<file path="src/rtl/npu_sram_pkg.sv">
// Shared constants and types for blocks that read the 16K x 16 dual-port NPU SRAM.
package npu_sram_pkg;

  localparam int SRAM_ADDR_W     = 14;
  localparam int SRAM_DATA_W     = 16;
  localparam int SRAM_DEPTH      = 16384;
  localparam int SRAM_RD_LATENCY = 1;

  typedef enum logic [1:0] {
    IDLE,
    ISSUE,
    DRAIN
  } reader_state_e;

  typedef struct packed {
    logic [SRAM_DATA_W-1:0] data;
    logic                   last;
  } stream_beat_t;

endpackage

</file>
<file path="src/rtl/npu_sram_vector_reader_if.sv">
// Command, Avalon-MM read and output stream signals of the NPU SRAM vector reader.
interface npu_sram_vector_reader_if #(
  parameter int ADDR_W = npu_sram_pkg::SRAM_ADDR_W,
  parameter int DATA_W = npu_sram_pkg::SRAM_DATA_W,
  parameter int LEN_W  = 15
);

  logic                cmd_valid;
  logic                cmd_ready;
  logic [ADDR_W-1:0]   cmd_base;
  logic [ADDR_W-1:0]   cmd_stride;
  logic [LEN_W-1:0]    cmd_len;

  logic [ADDR_W-1:0]   m_address;
  logic                m_chipselect;
  logic                m_write;
  logic [DATA_W/8-1:0] m_byteenable;
  logic                m_clken;
  logic [DATA_W-1:0]   m_readdata;

  logic                out_valid;
  logic                out_ready;
  logic [DATA_W-1:0]   out_data;
  logic                out_last;

  // The reader is the Avalon master and the stream source.
  modport master (
    input  cmd_valid, cmd_base, cmd_stride, cmd_len, m_readdata, out_ready,
    output cmd_ready, m_address, m_chipselect, m_write, m_byteenable, m_clken,
           out_valid, out_data, out_last
  );

  modport slave (
    output cmd_valid, cmd_base, cmd_stride, cmd_len, m_readdata, out_ready,
    input  cmd_ready, m_address, m_chipselect, m_write, m_byteenable, m_clken,
           out_valid, out_data, out_last
  );

endinterface

</file>
<file path="src/rtl/npu_fifo2.sv">
// Two-entry synchronous FIFO of {data, last} stream beats for NPU stream blocks.
module npu_fifo2
  import npu_sram_pkg::*;
(
  input  logic         clk,
  input  logic         rst_n,
  input  logic         push,
  input  logic         pop,
  input  stream_beat_t din,
  output stream_beat_t dout,
  output logic [1:0]   count,
  output logic         full,
  output logic         empty
);

  stream_beat_t mem_q [2];
  stream_beat_t mem_d [2];
  logic         wr_ptr_q, wr_ptr_d;
  logic         rd_ptr_q, rd_ptr_d;
  logic [1:0]   count_q, count_d;
  logic         do_push, do_pop;

  assign full  = (count_q == 2'd2);
  assign empty = (count_q == 2'd0);
  assign count = count_q;
  assign dout  = mem_q[rd_ptr_q];

  // A push into a full FIFO is only taken when a pop frees a slot in the same cycle.
  always_comb begin
    do_pop   = pop && !empty;
    do_push  = push && (!full || do_pop);
    mem_d    = mem_q;
    wr_ptr_d = wr_ptr_q;
    rd_ptr_d = rd_ptr_q;
    if (do_push) begin
      mem_d[wr_ptr_q] = din;
      wr_ptr_d        = ~wr_ptr_q;
    end
    if (do_pop) begin
      rd_ptr_d = ~rd_ptr_q;
    end
    count_d = count_q + {1'b0, do_push} - {1'b0, do_pop};
  end

  always_ff @(posedge clk or negedge rst_n) begin
    if (!rst_n) begin
      mem_q[0] <= '0;
      mem_q[1] <= '0;
      wr_ptr_q <= 1'b0;
      rd_ptr_q <= 1'b0;
      count_q  <= 2'd0;
    end else begin
      mem_q    <= mem_d;
      wr_ptr_q <= wr_ptr_d;
      rd_ptr_q <= rd_ptr_d;
      count_q  <= count_d;
    end
  end

endmodule

</file>
<file path="src/rtl/npu_sram_vector_reader.sv">
// Avalon-MM read master that streams a strided vector of words out of one NPU SRAM port.
module npu_sram_vector_reader
  import npu_sram_pkg::*;
#(
  parameter int ADDR_W = SRAM_ADDR_W,
  parameter int DATA_W = SRAM_DATA_W,
  parameter int LEN_W  = 15
) (
  input  logic                     clk,
  input  logic                     reset_n,
  npu_sram_vector_reader_if.master bus,
  output logic                     busy,
  output logic                     done
);

  reader_state_e     state_q, state_d;
  logic [ADDR_W-1:0] cur_addr_q, cur_addr_d;
  logic [ADDR_W-1:0] stride_q, stride_d;
  logic [LEN_W-1:0]  remaining_q, remaining_d;
  logic              inflight_q, inflight_d;
  logic              inflight_last_q, inflight_last_d;
  logic              done_q, done_d;

  stream_beat_t      fifo_din, fifo_dout, head;
  logic [1:0]        fifo_count;
  logic              fifo_full, fifo_empty, fifo_push, fifo_pop;
  logic              pop, credit_ok, issue;

  assign bus.m_write      = 1'b0;
  assign bus.m_byteenable = {(DATA_W/8){1'b1}};
  assign bus.m_clken      = 1'b1;
  assign bus.cmd_ready    = (state_q == IDLE);
  assign busy             = (state_q == ISSUE) || (state_q == DRAIN);
  assign done             = done_q;

  // The stream head is the buffer when it holds anything, otherwise the word arriving from SRAM.
  always_comb begin
    fifo_din.data = bus.m_readdata;
    fifo_din.last = inflight_last_q;
    head          = fifo_empty ? fifo_din : fifo_dout;
    bus.out_valid = !fifo_empty || inflight_q;
    bus.out_data  = head.data;
    bus.out_last  = head.last && bus.out_valid;
  end

  // A word consumed straight off the SRAM bus never needs a buffer slot.
  always_comb begin
    pop              = bus.out_valid && bus.out_ready;
    fifo_pop         = pop && !fifo_empty;
    fifo_push        = inflight_q && !(fifo_empty && pop) && (!fifo_full || fifo_pop);
    credit_ok        = ({1'b0, fifo_count} + {2'b00, inflight_q}) < (3'd2 + {2'b00, pop});
    issue            = (state_q == ISSUE) && credit_ok;
    bus.m_chipselect = issue;
    bus.m_address    = cur_addr_q;
  end

  npu_fifo2 u_fifo (
    .clk   (clk),
    .rst_n (reset_n),
    .push  (fifo_push),
    .pop   (fifo_pop),
    .din   (fifo_din),
    .dout  (fifo_dout),
    .count (fifo_count),
    .full  (fifo_full),
    .empty (fifo_empty)
  );

  always_comb begin
    state_d         = state_q;
    cur_addr_d      = cur_addr_q;
    stride_d        = stride_q;
    remaining_d     = remaining_q;
    inflight_d      = issue;
    inflight_last_d = issue && (remaining_q == LEN_W'(1));
    done_d          = 1'b0;
    case (state_q)
      IDLE: begin
        if (bus.cmd_valid) begin
          cur_addr_d  = bus.cmd_base;
          stride_d    = bus.cmd_stride;
          remaining_d = bus.cmd_len;
          if (bus.cmd_len != '0) begin
            state_d = ISSUE;
          end else begin
            done_d = 1'b1;
          end
        end
      end
      ISSUE: begin
        if (issue) begin
          cur_addr_d  = cur_addr_q + stride_q;
          remaining_d = remaining_q - LEN_W'(1);
          if (remaining_q == LEN_W'(1)) begin
            state_d = DRAIN;
          end
        end
      end
      DRAIN: begin
        // Stay here through the done cycle so cmd_ready only rises afterwards.
        if (done_q) begin
          state_d = IDLE;
        end else if (pop && bus.out_last) begin
          done_d = 1'b1;
        end
      end
      default: state_d = IDLE;
    endcase
  end

  always_ff @(posedge clk or negedge reset_n) begin
    if (!reset_n) begin
      state_q         <= IDLE;
      cur_addr_q      <= '0;
      stride_q        <= '0;
      remaining_q     <= '0;
      inflight_q      <= 1'b0;
      inflight_last_q <= 1'b0;
      done_q          <= 1'b0;
    end else begin
      state_q         <= state_d;
      cur_addr_q      <= cur_addr_d;
      stride_q        <= stride_d;
      remaining_q     <= remaining_d;
      inflight_q      <= inflight_d;
      inflight_last_q <= inflight_last_d;
      done_q          <= done_d;
    end
  end

endmodule

</file>
<file path="src/flat_wrapper.sv">
// flat-port wrapper written by rule: the top's interface ports become plain ports
module npu_sram_vector_reader_flat import npu_sram_pkg::*;
#(
  parameter int ADDR_W = SRAM_ADDR_W,
  parameter int DATA_W = SRAM_DATA_W,
  parameter int LEN_W  = 15
)
  (clk, reset_n, busy, done, bus_cmd_valid, bus_cmd_base, bus_cmd_stride, bus_cmd_len, bus_m_readdata, bus_out_ready, bus_cmd_ready, bus_m_address, bus_m_chipselect, bus_m_write, bus_m_byteenable, bus_m_clken, bus_out_valid, bus_out_data, bus_out_last);
  npu_sram_vector_reader_if #(.ADDR_W(ADDR_W), .DATA_W(DATA_W), .LEN_W(LEN_W)) bus_i ();
  input  logic clk;
  input  logic reset_n;
  output logic busy;
  output logic done;
  input wire logic [$bits(bus_i.cmd_valid)-1:0] bus_cmd_valid;
  input wire logic [$bits(bus_i.cmd_base)-1:0] bus_cmd_base;
  input wire logic [$bits(bus_i.cmd_stride)-1:0] bus_cmd_stride;
  input wire logic [$bits(bus_i.cmd_len)-1:0] bus_cmd_len;
  input wire logic [$bits(bus_i.m_readdata)-1:0] bus_m_readdata;
  input wire logic [$bits(bus_i.out_ready)-1:0] bus_out_ready;
  output wire logic [$bits(bus_i.cmd_ready)-1:0] bus_cmd_ready;
  output wire logic [$bits(bus_i.m_address)-1:0] bus_m_address;
  output wire logic [$bits(bus_i.m_chipselect)-1:0] bus_m_chipselect;
  output wire logic [$bits(bus_i.m_write)-1:0] bus_m_write;
  output wire logic [$bits(bus_i.m_byteenable)-1:0] bus_m_byteenable;
  output wire logic [$bits(bus_i.m_clken)-1:0] bus_m_clken;
  output wire logic [$bits(bus_i.out_valid)-1:0] bus_out_valid;
  output wire logic [$bits(bus_i.out_data)-1:0] bus_out_data;
  output wire logic [$bits(bus_i.out_last)-1:0] bus_out_last;
  assign bus_i.cmd_valid = bus_cmd_valid;
  assign bus_i.cmd_base = bus_cmd_base;
  assign bus_i.cmd_stride = bus_cmd_stride;
  assign bus_i.cmd_len = bus_cmd_len;
  assign bus_i.m_readdata = bus_m_readdata;
  assign bus_i.out_ready = bus_out_ready;
  assign bus_cmd_ready = bus_i.cmd_ready;
  assign bus_m_address = bus_i.m_address;
  assign bus_m_chipselect = bus_i.m_chipselect;
  assign bus_m_write = bus_i.m_write;
  assign bus_m_byteenable = bus_i.m_byteenable;
  assign bus_m_clken = bus_i.m_clken;
  assign bus_out_valid = bus_i.out_valid;
  assign bus_out_data = bus_i.out_data;
  assign bus_out_last = bus_i.out_last;
  npu_sram_vector_reader #(.ADDR_W(ADDR_W), .DATA_W(DATA_W), .LEN_W(LEN_W)) u_core (.clk(clk), .reset_n(reset_n), .bus(bus_i), .busy(busy), .done(done));
endmodule
</file>
<file path="config.mk">
export PLATFORM = sky130hd
export DESIGN_NAME = npu_sram_vector_reader_flat
export DESIGN_NICKNAME = d
export VERILOG_FILES = /design/src/rtl/npu_sram_pkg.sv /design/src/rtl/npu_sram_vector_reader_if.sv /design/src/rtl/npu_fifo2.sv /design/src/rtl/npu_sram_vector_reader.sv /design/src/flat_wrapper.sv
export SDC_FILE = /design/constraint.sdc
export NUM_CORES = 1
export LEC_CHECK = 0
export ABC_AREA = 1
export CELL_PAD_IN_SITES_DETAIL_PLACEMENT = 1
export CELL_PAD_IN_SITES_GLOBAL_PLACEMENT = 1
export CORE_ASPECT_RATIO = 0.5
export CORE_MARGIN = 3
export CORE_UTILIZATION = 34
export DETAILED_ROUTE_END_ITERATION = 10
export PLACE_DENSITY = 0.87
export SYNTH_ARGS = -nofsm -noshare
export SYNTH_HDL_FRONTEND = slang
export SYNTH_SLANG_ARGS = --single-unit
</file>
<file path="constraint.sdc">
create_clock -name clk -period 1.75 [get_ports clk]
set_input_delay 0.35 -clock clk [delete_from_list [all_inputs] [get_ports clk]]
set_output_delay 0.35 -clock clk [all_outputs]
set_load 0.01 [all_outputs]
</file>
==> metrics.csv <==
metric;value;unit
status;complete, but fails checks;
failing checks;negative setup slack;
number of global-route vias before repair;6454;
dominant cells by area after synthesis;dfrtp_1 (40%), nand2_1 (20%), ha_1 (5.1%);
met3 WL;1357;µm
largest area contributor in the netlist;dfrtp_1;
Die X-Extent;184.1;µm
clock buffer count from CTS;9;
Vias/cell;5.500;
post-synthesis adder-cell area fraction;5.477;%
WP data required;1.99;ns
multi-input gate area in the final layout;3333;µm²
WL met2;12770;µm
Yosys reg bits;86;
WL met1;9744;µm
post-DP HPWL;13510;µm
final worst slack;-0.4045;ns
Rel. slew slack;62.55;%
layout cells sized above 1;29.70;%
Starting Density;36.01;%
PortBufs;98;
Detailed Route WL;25070;µm
CTS tree;done;
antenna violations before repair;0;
Placed Area;7107;µm²
peak supply drop;0.0008460;V
fin. max-slew vios;0;
main flop type after synthesis;dfrtp_1;
crit end category;flop;
Switching Fraction;49.11;%
CP arrival;2.39;ns
first-pass GRT wire length;33410;µm
maxcap violations;0;
crit path kind;flop to flop;
I/O pins;103;
Area Overhead vs Synth;56.02;%
sequential area share after synthesis;39.92;%
Cell Rows;31;
core area;14970;µm²
Post-route DRC;0;
combinational power share;68.7;%
register area;2153;µm²
Fmax achieved;464.1;MHz
power share of the clock group;11.1;%
CP Launch Type;flop;
grt ovf;0;
Synth async-reset ratio;100.0;%
full die area;17500;µm²
pre-CTS WS;-0.3689;ns
Worst Hold Class;flop to flop;
# diodes;0;
WHS;0.4747;ns
XOR/XNOR Fraction of Synth Area;1.787;%
final core occ;56.18;%
Post-synth EDFFs;0;
cell count after synthesis;751;
Synth Area in Compound Gates;9.120;%
Pre-Repair DR Iteration Count;5;
unrepaired setup endpoints after global routing;true;
fin crit share;123.1;%
htree depth;3;
clk root buf;clkbuf_16;
Reg clk slew, reported paths;0.08;ns
multiplexer area fraction after synthesis;3.481;%
top-area cell type share of the netlist area;39.92;%
Final Hold Violating Endpoints;0;
Max Buffers Root-to-Sink;2;
Clock Sinks;86;
clk_lat worst skew;0.36;ns
DR iter-0 viols;463;
sw power;9477;µW
Cell Int Power;9821;µW
synthesized area;5391;µm²
Simple-Gate Fraction of Synth Area;31.91;%
top sig layer;met4;
Via Count;6292;
final setup TNS;-18.36;ns
Setup Skew;0.01628;ns
fill count;1798;
Slew @ Worst Pin;0.5611;ns
Final setup viols;87;
CP max FO;13;
syn_area_per_cell;7.179;µm²
largest family of logic cells by synthesized area;simple AND/OR/NAND/NOR gates;
Seq pwr share;20.2;%
Final Net Count;1027;
total number of yosys warnings;0;
post-synthesis cell type count;36;
Final Cell Area;8412;µm²
min Tclk post-route;2.154;ns
Power Density;2294;nW/µm²
DRT antenna net count;0;
static leakage;0.004195;µW
DIE HEIGHT;95.04;µm
routability cong.;0.8629;
GRT Total Usage;24.22;%
per-cell routed wire length;21.91;µm
largest net degree at the start of global routing;41;
-- synthesized netlist by cell type, types with 2 or more instances --
cell and number:
buf_2 7, ha_1 22, nand4_1 8, buf_4 8
nor3_1 2, nand2_2 3, buf_6 4, mux2_2 14
a21oi_1 43, xnor2_1 5, nand2_1 288, or2_2 3
o21ai_2 5, nand3_1 34, o21ai_0 35, nor2_1 72
nand3b_1 4, conb_1 2, clkbuf_1 9, o21ai_1 5
nor4_1 2, dfrtp_1 86, xor2_1 6, nor2_4 2
inv_1 68, inv_2 2, mux2i_1 3
-- critical path, cell delays in order, from the launching register on --
cell	delay [ns]
dfrtp_1	0.41
inv_1	0.15
ha_1	0.24
inv_1	0.11
buf_4	0.22
nand2_1	0.16
nand3_4	0.23
buf_12	0.22
buf_12	0.14
nand2_1	0.06
o21ai_1	0.08
-- path summary, 6_finish.rpt --
path,start,to,slack (ns),depth (start not counted)
setup / recovery,u_core.state_q[1]$_DFFE_PN0P_,u_core.remaining_q[8]$_DFFE_PN0P_,-0.40,10
hold / removal,u_core.u_fifo.mem_q[21]$_DFFE_PN0P_,u_core.u_fifo.mem_q[21]$_DFFE_PN0P_,0.47,2
setup reg to reg,u_core.state_q[1]$_DFFE_PN0P_,u_core.remaining_q[8]$_DFFE_PN0P_,-0.40,10
hold reg to reg,u_core.u_fifo.mem_q[21]$_DFFE_PN0P_,u_core.u_fifo.mem_q[21]$_DFFE_PN0P_,0.47,2
max in group asynchronous,reset_n,u_core.stride_q[3]$_DFFE_PN0P_,0.60,3
min in group asynchronous,reset_n,u_core.remaining_q[5]$_DFFE_PN0P_,0.48,2
-- cells by family (layout without fill, tap and decap cells) --
| logic type | Yosys count | count (layout) |
|---|---|---|
| AO/OA/AOI/OAI | 92 | 92 |
| multiplexers | 17 | 17 |
| XOR/XNOR | 11 | 11 |
| other | 2 | 4 |
| buffers and inverters | 99 | 290 |
| adder cells (fa/ha/maj) | 23 | 23 |
| AND/OR/NAND/NOR | 421 | 423 |
| flip-flops | 86 | 86 |
-- per-layer routing --
metal  vias up  track usage [%]
li1       2757                -
met1      3140            28.74
met2       293            44.59
met3       102            4.116
met4         0            9.114
met5         -                0
-- timing repair --
| action | CTS | global route |
|---|---|---|
| pin swaps | 12 | 34 |
| hold buffers | 1 | 0 |
| resized for setup | 156 | 125 |
| endpoints found under the hold margin | 27 | 0 |
| setup endpoints to repair | 88 | 92 |
| setup buffers | 23 | 8 |
| gates cloned | 7 | 2 |
-- power by group through the flow --
stage	Clock (µW)	Combinational (µW)	Sequential, µW
floorplan	0	5670	3580
global placement	0	9140	3630
detailed placement	0	9660	3710
CTS	2090	11000	3710
global route	2220	14200	3960
finish	2140	13300	3890
-- sequential cells by signal, summed over array words and instances, names as in the netlist --
signal and count:
u_core.u_fifo.count 2, u_core.u_fifo.mem_q 34, u_core.bus.m_address 14, u_core.u_fifo.rd_ptr_q 1
u_core.stride_q 14, u_core.inflight_q 1, u_core.done 1, u_core.remaining_q 15
u_core.inflight_last_q 1, u_core.state_q 2, u_core.u_fifo.wr_ptr_q 1
-- metrics by stage --
step	total power, µW	std cells
6_report	19300	1144
3_5_place_dp	13370	1093
5_1_grt	20410	1144
3_3_place_gp	12770	1093
2_1_floorplan	9253	753
4_1_cts	16820	1138
-- cell usage in the layout (no fill, tap or decap), types with 4 or more instances in the layout --
cell type	n
xor2_1	6
o21ai_1	6
nand3b_1	4
mux2_2	14
buf_12	15
o21ai_0	27
nand2_2	38
ha_4	5
buf_16	5
conb_1	4
nor2_4	15
inv_1	65
clkbuf_16	10
o21ai_2	10
buf_4	61
ha_1	16
a21oi_2	8
nand2_4	15
nor2_2	12
nor2_1	49
nand2_1	238
buf_2	17
nand4_1	8
nand3_1	31
clkdlybuf4s50_1	73
a21oi_1	35
buf_6	24
xnor2_1	4
dfrtp_1	85
-- area by class of cell --
cell class | count | area share (%)
inverter | 70 | 3.272
clock buffer | 9 | 2.677
tap | 198 | 2.945
multi-input combinational | 570 | 39.63
clock inverter | 7 | 0.9520
sequential | 86 | 25.60
timing repair buffer | 204 | 24.93
(Power assumes the default switching activity.)
